File: config.mk
export PLATFORM = sky130hd
export DESIGN_NAME = regfile_wb_arbiter
export DESIGN_NICKNAME = d
export VERILOG_FILES = /design/src/rtl/regfile_wb_arbiter.sv
export SDC_FILE = /design/constraint.sdc
export NUM_CORES = 1
export LEC_CHECK = 0
export CAP_MARGIN = 20
export CORE_MARGIN = 1
export CORE_UTILIZATION = 25
export DETAILED_ROUTE_END_ITERATION = 6
export PLACE_DENSITY = 0.39
export SLEW_MARGIN = 20
export SYNTH_ARGS = -nofsm -noshare
export SYNTH_HDL_FRONTEND = slang
export SYNTH_SLANG_ARGS = --single-unit
File: constraint.sdc
create_clock -name clk -period 13.3 [get_ports clk]
set_input_delay 1.33 -clock clk [delete_from_list [all_inputs] [get_ports clk]]
set_output_delay 1.33 -clock clk [all_outputs]
set_load 0.05 [all_outputs]
File: src/rtl/regfile_wb_arbiter.sv
// Write-side front end of the register file: merges ALU and long-latency writebacks
// onto one registered write port, with forwarding, pending mask and drained status.
module regfile_wb_arbiter #(
    parameter int unsigned XLEN  = 32,
    parameter int unsigned DEPTH = 4,
    parameter int unsigned NREGS = 32
) (
    input  logic                     clk,
    input  logic                     rst_b,
    input  logic                     alu_valid_i,
    input  logic [$clog2(NREGS)-1:0] alu_num_i,
    input  logic [XLEN-1:0]          alu_data_i,
    input  logic                     lsu_valid_i,
    output logic                     lsu_ready_o,
    input  logic [$clog2(NREGS)-1:0] lsu_num_i,
    input  logic [XLEN-1:0]          lsu_data_i,
    output logic [$clog2(NREGS)-1:0] rd_num_o,
    output logic [XLEN-1:0]          rd_data_o,
    output logic                     rd_we_o,
    input  logic [$clog2(NREGS)-1:0] rs_num_i,
    input  logic [$clog2(NREGS)-1:0] rt_num_i,
    output logic                     rs_fwd_valid_o,
    output logic [XLEN-1:0]          rs_fwd_data_o,
    output logic                     rt_fwd_valid_o,
    output logic [XLEN-1:0]          rt_fwd_data_o,
    output logic [NREGS-1:0]         pending_mask_o,
    output logic                     drained_o
);

    localparam int unsigned PW = $clog2(DEPTH);
    localparam int unsigned RW = $clog2(NREGS);
    localparam int unsigned CW = PW + 1;

    logic [RW-1:0]   num_q  [DEPTH];
    logic [XLEN-1:0] data_q [DEPTH];
    logic [DEPTH-1:0] live_q, live_d;
    logic [PW-1:0]   wr_ptr_q, wr_ptr_d;
    logic [PW-1:0]   rd_ptr_q, rd_ptr_d;
    logic [CW-1:0]   count_q, count_d;

    logic            rd_we_q, rd_we_d;
    logic [RW-1:0]   rd_num_q, rd_num_d;
    logic [XLEN-1:0] rd_data_q, rd_data_d;

    logic alu_wr, full, push, pop;

    assign alu_wr = alu_valid_i && (alu_num_i != '0);
    assign full   = (count_q == CW'(DEPTH));
    // Enqueue sees only the registered full flag; a same-cycle pop does not make room.
    assign push   = lsu_valid_i && !full && (lsu_num_i != '0);
    assign pop    = !alu_wr && (count_q != '0);

    always_comb begin
        live_d   = live_q;
        wr_ptr_d = wr_ptr_q;
        rd_ptr_d = rd_ptr_q;
        count_d  = count_q;
        // An accepted ALU write supersedes every older buffered write to the same register.
        if (alu_wr) begin
            for (int i = 0; i < DEPTH; i++) begin
                if (num_q[i] == alu_num_i) begin
                    live_d[i] = 1'b0;
                end
            end
        end
        if (pop) begin
            live_d[rd_ptr_q] = 1'b0;
            rd_ptr_d         = rd_ptr_q + 1'b1;
        end
        if (push) begin
            live_d[wr_ptr_q] = 1'b1;
            wr_ptr_d         = wr_ptr_q + 1'b1;
        end
        case ({push, pop})
            2'b10:   count_d = count_q + 1'b1;
            2'b01:   count_d = count_q - 1'b1;
            default: count_d = count_q;
        endcase
    end

    always_comb begin
        rd_we_d   = 1'b0;
        rd_num_d  = rd_num_q;
        rd_data_d = rd_data_q;
        if (alu_wr) begin
            rd_we_d   = 1'b1;
            rd_num_d  = alu_num_i;
            rd_data_d = alu_data_i;
        end else if (pop) begin
            rd_we_d   = live_q[rd_ptr_q];
            rd_num_d  = num_q[rd_ptr_q];
            rd_data_d = data_q[rd_ptr_q];
        end
    end

    always_ff @(posedge clk or negedge rst_b) begin
        if (!rst_b) begin
            live_q    <= '0;
            wr_ptr_q  <= '0;
            rd_ptr_q  <= '0;
            count_q   <= '0;
            rd_we_q   <= 1'b0;
            rd_num_q  <= '0;
            rd_data_q <= '0;
        end else begin
            live_q    <= live_d;
            wr_ptr_q  <= wr_ptr_d;
            rd_ptr_q  <= rd_ptr_d;
            count_q   <= count_d;
            rd_we_q   <= rd_we_d;
            rd_num_q  <= rd_num_d;
            rd_data_q <= rd_data_d;
        end
    end

    always_ff @(posedge clk) begin
        if (push) begin
            num_q[wr_ptr_q]  <= lsu_num_i;
            data_q[wr_ptr_q] <= lsu_data_i;
        end
    end

    // Scan oldest to youngest so the youngest live match wins; live implies occupied.
    function automatic logic [XLEN:0] fwd_lookup(input logic [RW-1:0] idx_num);
        logic [PW-1:0] idx;
        logic          hit;
        logic [XLEN-1:0] val;
        hit = rd_we_q && (rd_num_q == idx_num);
        val = rd_data_q;
        for (int k = 0; k < DEPTH; k++) begin
            idx = rd_ptr_q + PW'(k);
            if (live_q[idx] && (num_q[idx] == idx_num)) begin
                hit = 1'b1;
                val = data_q[idx];
            end
        end
        if (idx_num == '0) begin
            hit = 1'b0;
        end
        return {hit, val};
    endfunction

    always_comb begin
        {rs_fwd_valid_o, rs_fwd_data_o} = fwd_lookup(rs_num_i);
        {rt_fwd_valid_o, rt_fwd_data_o} = fwd_lookup(rt_num_i);
    end

    always_comb begin
        pending_mask_o = '0;
        for (int i = 0; i < DEPTH; i++) begin
            if (live_q[i]) begin
                pending_mask_o[num_q[i]] = 1'b1;
            end
        end
        if (rd_we_q) begin
            pending_mask_o[rd_num_q] = 1'b1;
        end
        pending_mask_o[0] = 1'b0;
    end

    assign lsu_ready_o = !full;
    assign rd_we_o     = rd_we_q;
    assign rd_num_o    = rd_num_q;
    assign rd_data_o   = rd_data_q;
    assign drained_o   = (count_q == '0) && !rd_we_q;

endmodule

Yosys cells after proc, flatten, opt, wreduce, memory -nomap -nowiden
Memories as Yosys holds them, arrays and structs flattened.
Index checks and enable logic that the tools add are counted.
Cells by class
  eq/ne operators: 17
  reductions and logical operators: 33
  add/subtract/negate cells: 6
  magnitude comparators: 17
  bitwise logic cells: 7
  muxes and demuxes: 61
Operator list (count)
  32-bit 2-to-1 mux: 15
  32-bit OR: 4
  5-bit == test: 14
  5-bit by 6-bit < comparator with 1-bit output (second input constant): 5
  1-bit 2-to-1 mux: 29
  1-bit demux with 5-bit select: 5
  5-bit by 1-bit >= comparator with 1-bit output (second input constant): 5
  1-bit logical AND: 22
  2-bit by 3-bit < comparator with 1-bit output (second input constant): 5
  4-bit 2-to-1 mux: 3
  5-bit logical NOT: 2
  5-bit 2-to-1 mux: 2
  5-bit nonzero test: 2
  1-bit binary-select mux with 2-bit select: 4
  3-bit one-hot mux with 2 select lines: 1
  2-bit by 1-bit adder with 2-bit output (second input constant): 2
  2-bit adder (second input constant): 2
  4-bit AND: 1
  1-bit demux with 2-bit select: 2
  2-bit by 1-bit >= comparator with 1-bit output (second input constant): 2
  4-bit NOT: 1
  4-bit OR: 1
  2-bit nonzero test: 2
  3-bit by 1-bit adder with 3-bit output (second input constant): 1
  other kinds (7): 9
Word-level totals
  memories kept: 2
  bits in writable memories: 148
  word-level logic and storage cells: 150
  output and inout bits: 138
  bits in registers: 49
Memory list
  data_q: words 4, width 32, rd ports 4, clocked after Yosys merged registers in 0, write ports 1, RTL line 35  | logic [XLEN-1:0] data_q [DEPTH];
  num_q: words 4, width 5, rd ports 8, clocked after Yosys merged registers in 0, write ports 1, RTL line 34  | logic [RW-1:0] num_q [DEPTH];

Logic depth before layout (Yosys ltp)
Gate-level depths: netlist (run 1).
An unclocked memory read counts as a cell.
  depth after elaboration: 14
  gate-level depth with buffers: 17

Worst setup path before layout (run 1)
Ideal clock, no wire load.
  path kind: reg-to-output
  start: reg rd_ptr_q[0]
  end: out rt_fwd_data_o[0]
  path buffers: 9
  stages on the path, launching flop included: 18
  data required time: 11.970 ns
  slack: 7.114 ns
  arrival time: 4.856 ns
  path through: dfrtp_1 buf_6 buf_8 buf_4 buf_4 clkinv_1 clkbuf_1 ha_1 buf_4 buf_6 mux4_2 xor2_1 nor3_1 and2_1 clkbuf_1 buf_6 a211oi_1 o31ai_1
On the way
  longest elaborated chain between the ends: 7
RTL lines
  start, declared: RTL line 38  | logic [PW-1:0] rd_ptr_q, rd_ptr_d;
  start signal, assigned: RTL line 108  | rd_ptr_q <= rd_ptr_d;
  2-bit by 1-bit adder with 2-bit output (tied with other cells): RTL line 131  | idx = rd_ptr_q + PW'(k);
  memory 4 x 5 bit (tied with other cells)
  5-bit == test (tied with other cells): RTL line 132  | if (live_q[idx] && (num_q[idx] == idx_num)) begin
  1-bit logical AND / 32-bit 2-to-1 mux (equally long branches): RTL line 132
  32-bit 2-to-1 mux (2 in a row): RTL line 132
  32-bit 2-to-1 mux (*): RTL line 132
  end, declared: RTL line 25  | output logic [XLEN-1:0] rt_fwd_data_o,
Every way passes the cells marked *; elsewhere a longest branch is shown, timed or not. The select of a mux whose other input is x is not followed.

Worst setup path after layout (run 1)
  start: reg rd_ptr_q[1]
  end: out rs_fwd_valid_o
On the way
  longest elaborated chain between the ends: 8
RTL lines
  2-bit by 1-bit adder with 2-bit output (tied with other cells): RTL line 131
  memory 4 x 5 bit (tied with other cells)
  5-bit == test (tied with other cells): RTL line 132
  1-bit logical AND / 1-bit 2-to-1 mux (equally long branches): RTL line 132
  1-bit 2-to-1 mux (2 in a row): RTL line 132
  1-bit 2-to-1 mux (*): RTL line 132
  1-bit 2-to-1 mux (*): RTL line 137  | if (idx_num == '0) begin
  end, declared: RTL line 22  | output logic rs_fwd_valid_o,
Marked as above.

==> impl_metrics.env, run 1 <==
export IMPL_ys_warn_count=0
export IMPL_period_minus_slack_ns=8.30
export IMPL_cp_required_ns=11.97
export IMPL_overflow=0
export IMPL_top_layer="met5"
export IMPL_grt_pass1_vias=14300
export IMPL_path_max_fanout=38
export IMPL_cts_root_buf="clkbuf_16"
export IMPL_combPwrFrac_pct=70.7
export IMPL_ys_seq_elements=197
export IMPL_status="finished clean"
export IMPL_avgRoutedWirePerCell_um=27.4
export IMPL_fmax_mhz=121
export IMPL_ios=226
export IMPL_async_flop_share_pct=24.9
export IMPL_netlist_instances=1566
export IMPL_hold_ws_ns=0.546
export IMPL_clock_sinks=197
export IMPL_vias=14100
export IMPL_antenna_found_initial=9
export IMPL_yosys_top_cells_area="edfxtp_1 (28%), mux4_2 (17%), dfrtp_1 (7.6%)"
export IMPL_wl_mm=69.4
export IMPL_p_int_uw=2590
export IMPL_clkLatencyLatePin_ns=0.49
export IMPL_pwr_share_clk_pct=9.8
export IMPL_htree_num_levels=4
export IMPL_syn_avg_cell_area_um2=10.2
export IMPL_cts_tree="yes"
export IMPL_die_w_um=255
export IMPL_ir_drop_uv=167
export IMPL_syn_nets=1664
export IMPL_fp_dieH_um=255
export IMPL_cts_buffers=17
export IMPL_p_sw_uw=2980
export IMPL_initialDrtViolationCount=944
export IMPL_holdCritPathClass="flip-flop to flip-flop"
export IMPL_endpoint_kind="primary output"
export IMPL_leakagePower_uw=0.00631
export IMPL_ys_flop_type="edfxtp_1"
export IMPL_grt_usage_pct=21.4
export IMPL_antenna_left=0
export IMPL_synth_top_cell_area_share_pct=27.7
export IMPL_drc=0
export IMPL_post_cts_buffers=0
export IMPL_clk_pin_slew_ns=0.07
export IMPL_synth_edf_count=148
export IMPL_wl_met3_mm=4.35
export IMPL_clock_skew_ns=0.00944
export IMPL_syn_area_um2=16000
export IMPL_critPathKind="flip-flop to primary output"
export IMPL_hold_viol=0
export IMPL_wl_met2_mm=33.4
export IMPL_start_util_pct=25.4
export IMPL_crit_arrival_ns=6.97
export IMPL_p_sw_share_pct=53.5
export IMPL_fin_nets=1766
export IMPL_final_common_cell="clkdlybuf4s50_1"
export IMPL_timing_setup_tns_ns=0
export IMPL_cts_max_path_buffers=2
export IMPL_portBuffers=224
export IMPL_slew_headroom_pct=24.2
export IMPL_grt_pass1_wl_mm=100
export IMPL_power_per_cell_area_nw_per_um2=286
export IMPL_yosysUniqueCellTypes=57
export IMPL_worstMarginPinSlew_ns=1.14
export IMPL_layout_common_cells="clkdlybuf4s50_1 (223), edfxtp_1 (148), nor2_1 (138)"
export IMPL_area_delta_synth_final_pct=21.3
export IMPL_setup_viol=0
export IMPL_via_per_inst=5.56
export IMPL_grt_max_degree=71
export IMPL_cts_hold_buffers=0
export IMPL_drv_slew=0
export IMPL_core_um2=63200
export IMPL_pwr_share_seq_pct=19.5
export IMPL_place_gp_congestion=0.838
export IMPL_finalCritPeriodShare_pct=62.4
export IMPL_cts_repair_resized=0
export IMPL_ys_seq_area_share_pct=35.4
export IMPL_drive_gt1_share_pct=14.7
export IMPL_placed_area_um2=18900
export IMPL_synth_top_cell_by_area="edfxtp_1"
export IMPL_rows=92
export IMPL_start_kind="flip-flop"
export IMPL_die_area_um2=65100
export IMPL_m1WireLength_mm=30.1
export IMPL_nFillCells=6448
export IMPL_dr_pass1_iters=5
export IMPL_design_area_um2=19400
export IMPL_cap_violations=0
export IMPL_rsz0062_at_grt="false"
export IMPL_dpl_hpwl_mm=46.5
-- power by group through the flow --
stage                     combinational (uW)  clock [uW]  sequential [uW]
after CTS                               3960         564             1090
after global placement                  3940           0             1090
after floorplan                         2720           0             1080
final                                   3930         546             1090
after global routing                    4180         577             1110
after detailed placement                3940           0             1100
-- registers in the layout (all words and copies together) (netlist names) --
name	cells
data_q	128
live_q	4
rd_num_o	5
wr_ptr_q	2
rd_ptr_q	2
rd_data_o	32
count_q	3
rd_we_o	1
num_q	20
-- cells in the mapped netlist (all sizes together) (2+ instances only) --
cell type  number
or3b            5
o221ai         16
a22oi          28
a31oi          64
a21oi           5
nor3           77
or4             3
o21a            2
and3b           4
and3           37
a211oi         62
nand3          39
a21o            4
nor2          138
mux2           32
xnor2          42
mux2i          77
clkbuf        112
xor2           37
nand2         130
mux4          119
a222oi          2
inv             8
nor3b          20
nand4           3
and2           38
nand3b         20
o22a            2
edfxtp        148
buf            54
nand2b          3
dfrtp          49
o21ai          74
o31ai          62
ha              9
nor4            8
o22ai          16
or2             8
-- routing by layer --
metal / track usage (%) / vias to the layer above
met3: 4.23 / 76
met4: 7.05 / 6
met2: 35.0 / 529
met5: 0 / -
li1: - / 6267
met1: 28.2 / 7199
-- worst max-delay path, cell delays in order, from the launching register on --
cell,delay [ns]
dfrtp_4,0.77
inv_1,0.24
ha_4,0.62
buf_4,0.58
mux4_2,0.44
xnor2_1,0.27
nand3_2,0.71
or2_2,0.91
nand2b_2,0.86
o22a_1,0.22
clkdlybuf4s50_1,0.81
-- layout make-up --
class,instances,area (um^2),area share [%]
Tap cell,846,1060,5.44
Inverter,9,33.8,0.174
Clock inverter,13,156,0.804
Sequential cell,197,5680,29.2
Clock buffer,19,433,2.23
Multi-Input combinational cell,1194,9660,49.7
Antenna cell,3,7.51,0.0386
Timing Repair Buffer,249,2420,12.5
-- final timing paths --
path	startpoint	endpoint	slack, ns	cells past startpoint
setup reg to reg	count_q[0]	count_q[2]	10.54	9
setup / recovery	rd_ptr_q[1]	rs_fwd_valid_o	5.00	10
hold / removal	count_q[0]	count_q[0]	0.55	1
max in group asynchronous	rst_b	rd_ptr_q[0]	11.55	2
hold reg to reg	count_q[0]	count_q[0]	0.55	1
min in group asynchronous	rst_b	rd_data_o[27]	1.05	2
-- cell families (layout without fill, tap and decap cells) --
family	Yosys count	in the layout	share of synthesized area, %
muxes	228	228	23.8
AOI/OAI and AO/OA	341	341	14.4
other	1	4	0.0234
DFF	197	197	35.4
adders and majority gates	10	10	0.827
buffers and inverters	175	290	4.91
xor gates and xnor gates	79	79	4.32
and+or+nand+nor	535	535	16.4
-- through the flow --
stage	total power, uW	instances	util, %	worst slack, ns
3_3_place_gp	5040	2495	29.8	5.50
2_1_floorplan	3810	1566	-	7.11
5_1_grt	5880	2530	30.8	4.55
4_1_cts	5610	2527	30.8	4.78
3_5_place_dp	5040	2495	29.8	5.36
6_report	5560	2530	30.8	5.00
Power figures use the tool's default switching activity.
==> run 2, diff against run 1 <==
- clock period: 13.3 -> 7.9 ns (I/O delays scaled with it)
==> impl_metrics.env, run 2 (same netlist as run 1, synthesis figures left out) <==
export IMPL_cp_required_ns=7.11
export IMPL_dp_worst_setup_slack_ns=1.63
export IMPL_leakagePower_uw=0.00633
export IMPL_critPathSlowestCell="clkdlybuf4s50_1"
export IMPL_grt_pass1_wl_mm=98.8
export IMPL_path_max_fanout=33
export IMPL_start_kind="flip-flop"
export IMPL_start_util_pct=25.4
export IMPL_cts_max_path_buffers=2
export IMPL_wl_mm=67.7
export IMPL_layout_common_cells="clkdlybuf4s50_1 (219), edfxtp_1 (148), nor2_1 (138)"
export IMPL_die_w_um=255
export IMPL_slew_headroom_pct=31.2
export IMPL_period_minus_slack_ns=6.80
export IMPL_portBuffers=224
export IMPL_regMostFlops="data_q"
export IMPL_cpPeakStageDelay_ns=0.91
export IMPL_initialDrtViolationCount=1207
export IMPL_dr_pass1_iters=7
export IMPL_rsz0062_at_grt="false"
export IMPL_drive_gt1_share_pct=15.0
export IMPL_ir_drop_uv=307
export IMPL_cts_tree="yes"
export IMPL_fmax_mhz=147
export IMPL_cap_violations=0
export IMPL_critPathKind="flip-flop to primary output"
export IMPL_drc=0
export IMPL_finalCritPeriodShare_pct=86.1
export IMPL_crit_arrival_ns=6.01
export IMPL_crit_top_cell="buf_4"
export IMPL_drv_slew=0
export IMPL_cts_root_buf="clkbuf_16"
export IMPL_worstMarginPinSlew_ns=1.03
export IMPL_hold_viol=0
export IMPL_vias=14300
export IMPL_clock_skew_ns=0.0285
export IMPL_power_per_cell_area_nw_per_um2=484
export IMPL_setup_slack_ns=1.10
export IMPL_nFillCells=6498
export IMPL_worstPathCellList="inv_1 > ha_4 > buf_4 > mux4_2 > nand3_2 > or2_2 > buf_4 > nand2b_2 > o31ai_1 > clkdlybuf4s50_1"
export IMPL_place_gp_congestion=0.822
export IMPL_grt_max_degree=65
export IMPL_htree_num_levels=4
export IMPL_holdCritPathClass="primary input to async pin"
export IMPL_startpoint="rd_ptr_q[1]"
export IMPL_clk_pin_slew_ns=0.09
export IMPL_endpoint_kind="primary output"
export IMPL_rows=92
export IMPL_status="finished clean"
export IMPL_fp_dieH_um=255
export IMPL_dpl_hpwl_mm=44.3
export IMPL_antenna_left=0
export IMPL_core_um2=63200
export IMPL_ios=226
export IMPL_clock_sinks=197
export IMPL_worstReg2RegStart="rd_ptr_q[0]"
export IMPL_final_common_cell="clkdlybuf4s50_1"
export IMPL_avgRoutedWirePerCell_um=26.8
export IMPL_post_cts_buffers=0
export IMPL_fin_nets=1767
export IMPL_critPathBufInv=4
export IMPL_cts_buffers=17
export IMPL_clkLatencyLatePin_ns=0.51
export IMPL_via_per_inst=5.64
export IMPL_setup_viol=0
export IMPL_cts_repair_resized=0
export IMPL_largest_register_ff_count=128
export IMPL_antenna_found_initial=6
export IMPL_grt_pass1_vias=14300
export IMPL_die_area_um2=65100
export IMPL_overflow=0
export IMPL_area_delta_synth_final_pct=21.3
export IMPL_timing_setup_tns_ns=0
export IMPL_cts_hold_buffers=0
export IMPL_grt_usage_pct=20.9
export IMPL_critPathTopFamily="buffers and inverters"
==> run 2: changes by cell type in the layout (fill, tap and decap cells not counted) <==
cell / previous run / this run
buf_4: 25 / 30
clkdlybuf4s50_1: 223 / 219
inv_6: 1 / 5
clkbuf_1: 2 / 0
clkinvlp_4: 4 / 2
clkinv_1: 1 / 2
clkinv_2: 3 / 2
diode_2: 3 / 2
==> run 2: path summary, 6_finish.rpt <==
kind / to / slack (ns) / depth (start not counted)
setup reg to reg: rd_data_o[8] / 4.39 / 5
max in group asynchronous: rd_ptr_q[1] / 6.73 / 2
min in group clk: count_q[0] / 0.54 / 1
hold reg to reg: count_q[0] / 0.54 / 1
setup / recovery: rs_fwd_data_o[29] / 1.10 / 10
hold / removal: rd_ptr_q[0] / 0.50 / 2
==> run 2: worst reg2reg max path, cell delays in order (launching register included) <==
cell     delay, ns
dfrtp_4       0.69
buf_4         0.85
buf_4         0.88
mux4_2        0.68
mux2i_1       0.15
o21ai_0       0.09
==> run 2: power breakdown <==
part           leakage, uW  switching [uW]  internal, uW  total, uW
Clock             0.000290             437           499        936
Combinational      0.00410            4180          2480       6660
Sequential         0.00194             427          1390       1820
Total              0.00633            5040          4370       9410
==> run 2: through the flow <==
step	total power (uW)	std cells	utilization, %	hold slack (ns)	cell area [um^2]
after floorplan	6410	1566	-	0.486	16000
after global placement	8480	2496	29.8	0.537	18800
after detailed placement	8480	2496	29.8	0.529	18800
after CTS	9470	2528	30.8	0.499	19400
after global routing	9930	2530	30.8	0.540	19500
final	9410	2530	30.8	0.504	19500
==> run 2: layout make-up <==
class	instances	area, um^2	area share, %
repair buffers	250	2420	12.5
well taps	846	1060	5.44
clock inverters	15	175	0.900
flip-flops and latches	197	5680	29.2
multi-input cells	1194	9660	49.6
inverters	9	33.8	0.174
diodes	2	5.00	0.0257
clock buffers	17	425	2.19
==> run 2: per-layer routing <==
metal	vias to the layer above	routed length (um)	track usage, %	part of all wire, %
met4	8	1560	6.45	2.3
li1	6266	-	-	-
met2	627	32300	34.4	48
met1	7272	29400	27.6	43
met5	-	55	0	0.081
met3	86	4390	4.17	6.5
==> run 3, diff against run 2 <==
- PLACE_DENSITY: 0.39 -> 0.4
- SLEW_MARGIN: 20 -> 40
- clock period: 7.9 -> 6.1 ns (I/O delays scaled with it)
==> impl_metrics.env, run 3 (same netlist as run 1, synthesis figures left out) <==
export IMPL_grt_max_degree=75
export IMPL_clock_skew_ns=0.0123
export IMPL_die_area_um2=65100
export IMPL_avgRoutedWirePerCell_um=26.8
export IMPL_dp_worst_setup_slack_ns=1.16
export IMPL_start_util_pct=25.4
export IMPL_via_per_inst=5.68
export IMPL_endpoint_kind="primary output"
export IMPL_place_gp_congestion=0.865
export IMPL_multi_input_area_um2=9670
export IMPL_seq_area_um2=5680
export IMPL_worstMarginPinSlew_ns=0.782
export IMPL_rsz0062_at_grt="false"
export IMPL_rows=92
export IMPL_ir_drop_uv=562
export IMPL_cts_max_path_buffers=2
export IMPL_status="finished clean"
export IMPL_antenna_left=0
export IMPL_setup_slack_ns=0.589
export IMPL_nFillCells=6383
export IMPL_drive_gt1_share_pct=19.3
export IMPL_grt_usage_pct=20.8
export IMPL_final_common_cell="clkdlybuf4s50_1"
export IMPL_cts_hold_buffers=0
export IMPL_dr_pass1_iters=5
export IMPL_die_w_um=255
export IMPL_layout_common_cells="clkdlybuf4s50_1 (157), edfxtp_1 (148), nor2_1 (138)"
export IMPL_finalCritPeriodShare_pct=90.3
export IMPL_portBuffers=224
export IMPL_period_minus_slack_ns=5.51
export IMPL_fmax_mhz=181
export IMPL_holdCritPathClass="primary input to async pin"
export IMPL_core_um2=63200
export IMPL_wl_mm=68.1
export IMPL_vias=14400
export IMPL_critPathKind="flip-flop to primary output"
export IMPL_met1_usage_pct=28.1
export IMPL_cts_repair_resized=0
export IMPL_start_kind="flip-flop"
export IMPL_use_met3_pct=3.78
export IMPL_critPathTopFamily="simple AND/OR/NAND/NOR gates"
export IMPL_cts_buffers=17
export IMPL_cts_root_buf="clkbuf_16"
export IMPL_grt_met2_usage_pct=33.6
export IMPL_worstPathCellList="inv_1 > ha_4 > mux4_2 > xor2_1 > nor3_1 > and2_2 > buf_4 > a211oi_1 > o31ai_1 > buf_12"
export IMPL_cts_tree="yes"
export IMPL_clk_pin_slew_ns=0.08
export IMPL_cp_required_ns=5.49
export IMPL_crit_arrival_ns=4.90
export IMPL_cap_violations=0
export IMPL_fin_nets=1778
export IMPL_hold_viol=0
export IMPL_setup_viol=0
export IMPL_grt_pass1_wl_mm=98.0
export IMPL_largest_register_ff_count=128
export IMPL_cpPeakStageDelay_ns=0.75
export IMPL_post_cts_buffers=0
export IMPL_clkLatencyLatePin_ns=0.50
export IMPL_worstReg2RegEnd="data_q[0][8]"
export IMPL_regMostFlops="data_q"
export IMPL_overflow=0
export IMPL_antenna_found_initial=3
export IMPL_slew_headroom_pct=47.9
export IMPL_critPathSlowestCell="and2_2"
export IMPL_fp_dieH_um=255
export IMPL_rr_worst_depth=6
export IMPL_ios=226
export IMPL_timing_setup_tns_ns=0
export IMPL_htree_num_levels=4
export IMPL_path_max_fanout=20
export IMPL_power_per_cell_area_nw_per_um2=650
export IMPL_dpl_hpwl_mm=44.4
export IMPL_critical_path_depth=10
export IMPL_placed_area_um2=19600
export IMPL_leakagePower_uw=0.00675
export IMPL_clock_sinks=197
export IMPL_worstReg2RegStart="count_q[0]"
export IMPL_drc=0
export IMPL_regToRegSetupSlack_ns=3.31
export IMPL_busiest_layer="met2"
export IMPL_drv_slew=0
export IMPL_initialDrtViolationCount=1105
export IMPL_grt_pass1_vias=14300
export IMPL_area_delta_synth_final_pct=26.1
export IMPL_critPathBufInv=3
export IMPL_design_area_um2=20200
==> run 3: changes by cell type in the layout (fill, tap and decap cells not counted), sizes merged <==
| cell | before | now |
|---|---|---|
| inv | 14 | 11 |
| bufinv | 3 | 1 |
| buf | 31 | 104 |
| clkdlybuf4s50 | 219 | 157 |
| clkbuf | 17 | 19 |
| clkinv | 5 | 8 |
==> run 3: worst max path at each step <==
stage                     start                end  slack [ns]
floorplan           rd_ptr_q[0]   rt_fwd_data_o[0]        0.63
global placement    rd_ptr_q[1]  rt_fwd_data_o[29]        1.11
detailed placement  rd_ptr_q[1]  rt_fwd_data_o[16]        1.16
CTS                 rd_ptr_q[1]   rs_fwd_data_o[8]        0.60
global route        rd_ptr_q[1]  rt_fwd_data_o[14]        0.42
finish              rd_ptr_q[1]  rt_fwd_data_o[16]        0.59
==> run 3: metrics by stage <==
step | total power (uW) | util [%] | hold slack (ns) | instances
finish | 13100 | 32.0 | 0.191 | 2541
global route | 13800 | 32.0 | 0.216 | 2541
CTS | 13200 | 31.9 | 0.195 | 2538
detailed placement | 12000 | 31.1 | 0.534 | 2506
global placement | 12000 | 31.0 | 0.533 | 2504
floorplan | 8300 | - | 0.314 | 1566
==> run 3: cell type report <==
class | count | share of cell area (%)
inverter | 9 | 0.167
multi-input combinational | 1194 | 47.8
clock inverter | 13 | 0.544
sequential | 197 | 28.1
antenna | 2 | 0.0247
timing repair buffer | 261 | 16.0
tap | 846 | 5.23
clock buffer | 19 | 2.14
==> run 3: metal layers <==
metal  share of wire [%]  wire length, um  up-vias
met5               0.019               13        -
met4                 1.7             1180        2
met3                 7.1             4830       77
met2                  48            32400      702
met1                  44            29700     7365
li1                    -                -     6280
==> run 3: where the power goes <==
part | switching, uW | internal (uW)
sequential | 508 | 1800
combinational | 5740 | 3980
clock | 558 | 560
total | 6800 | 6340
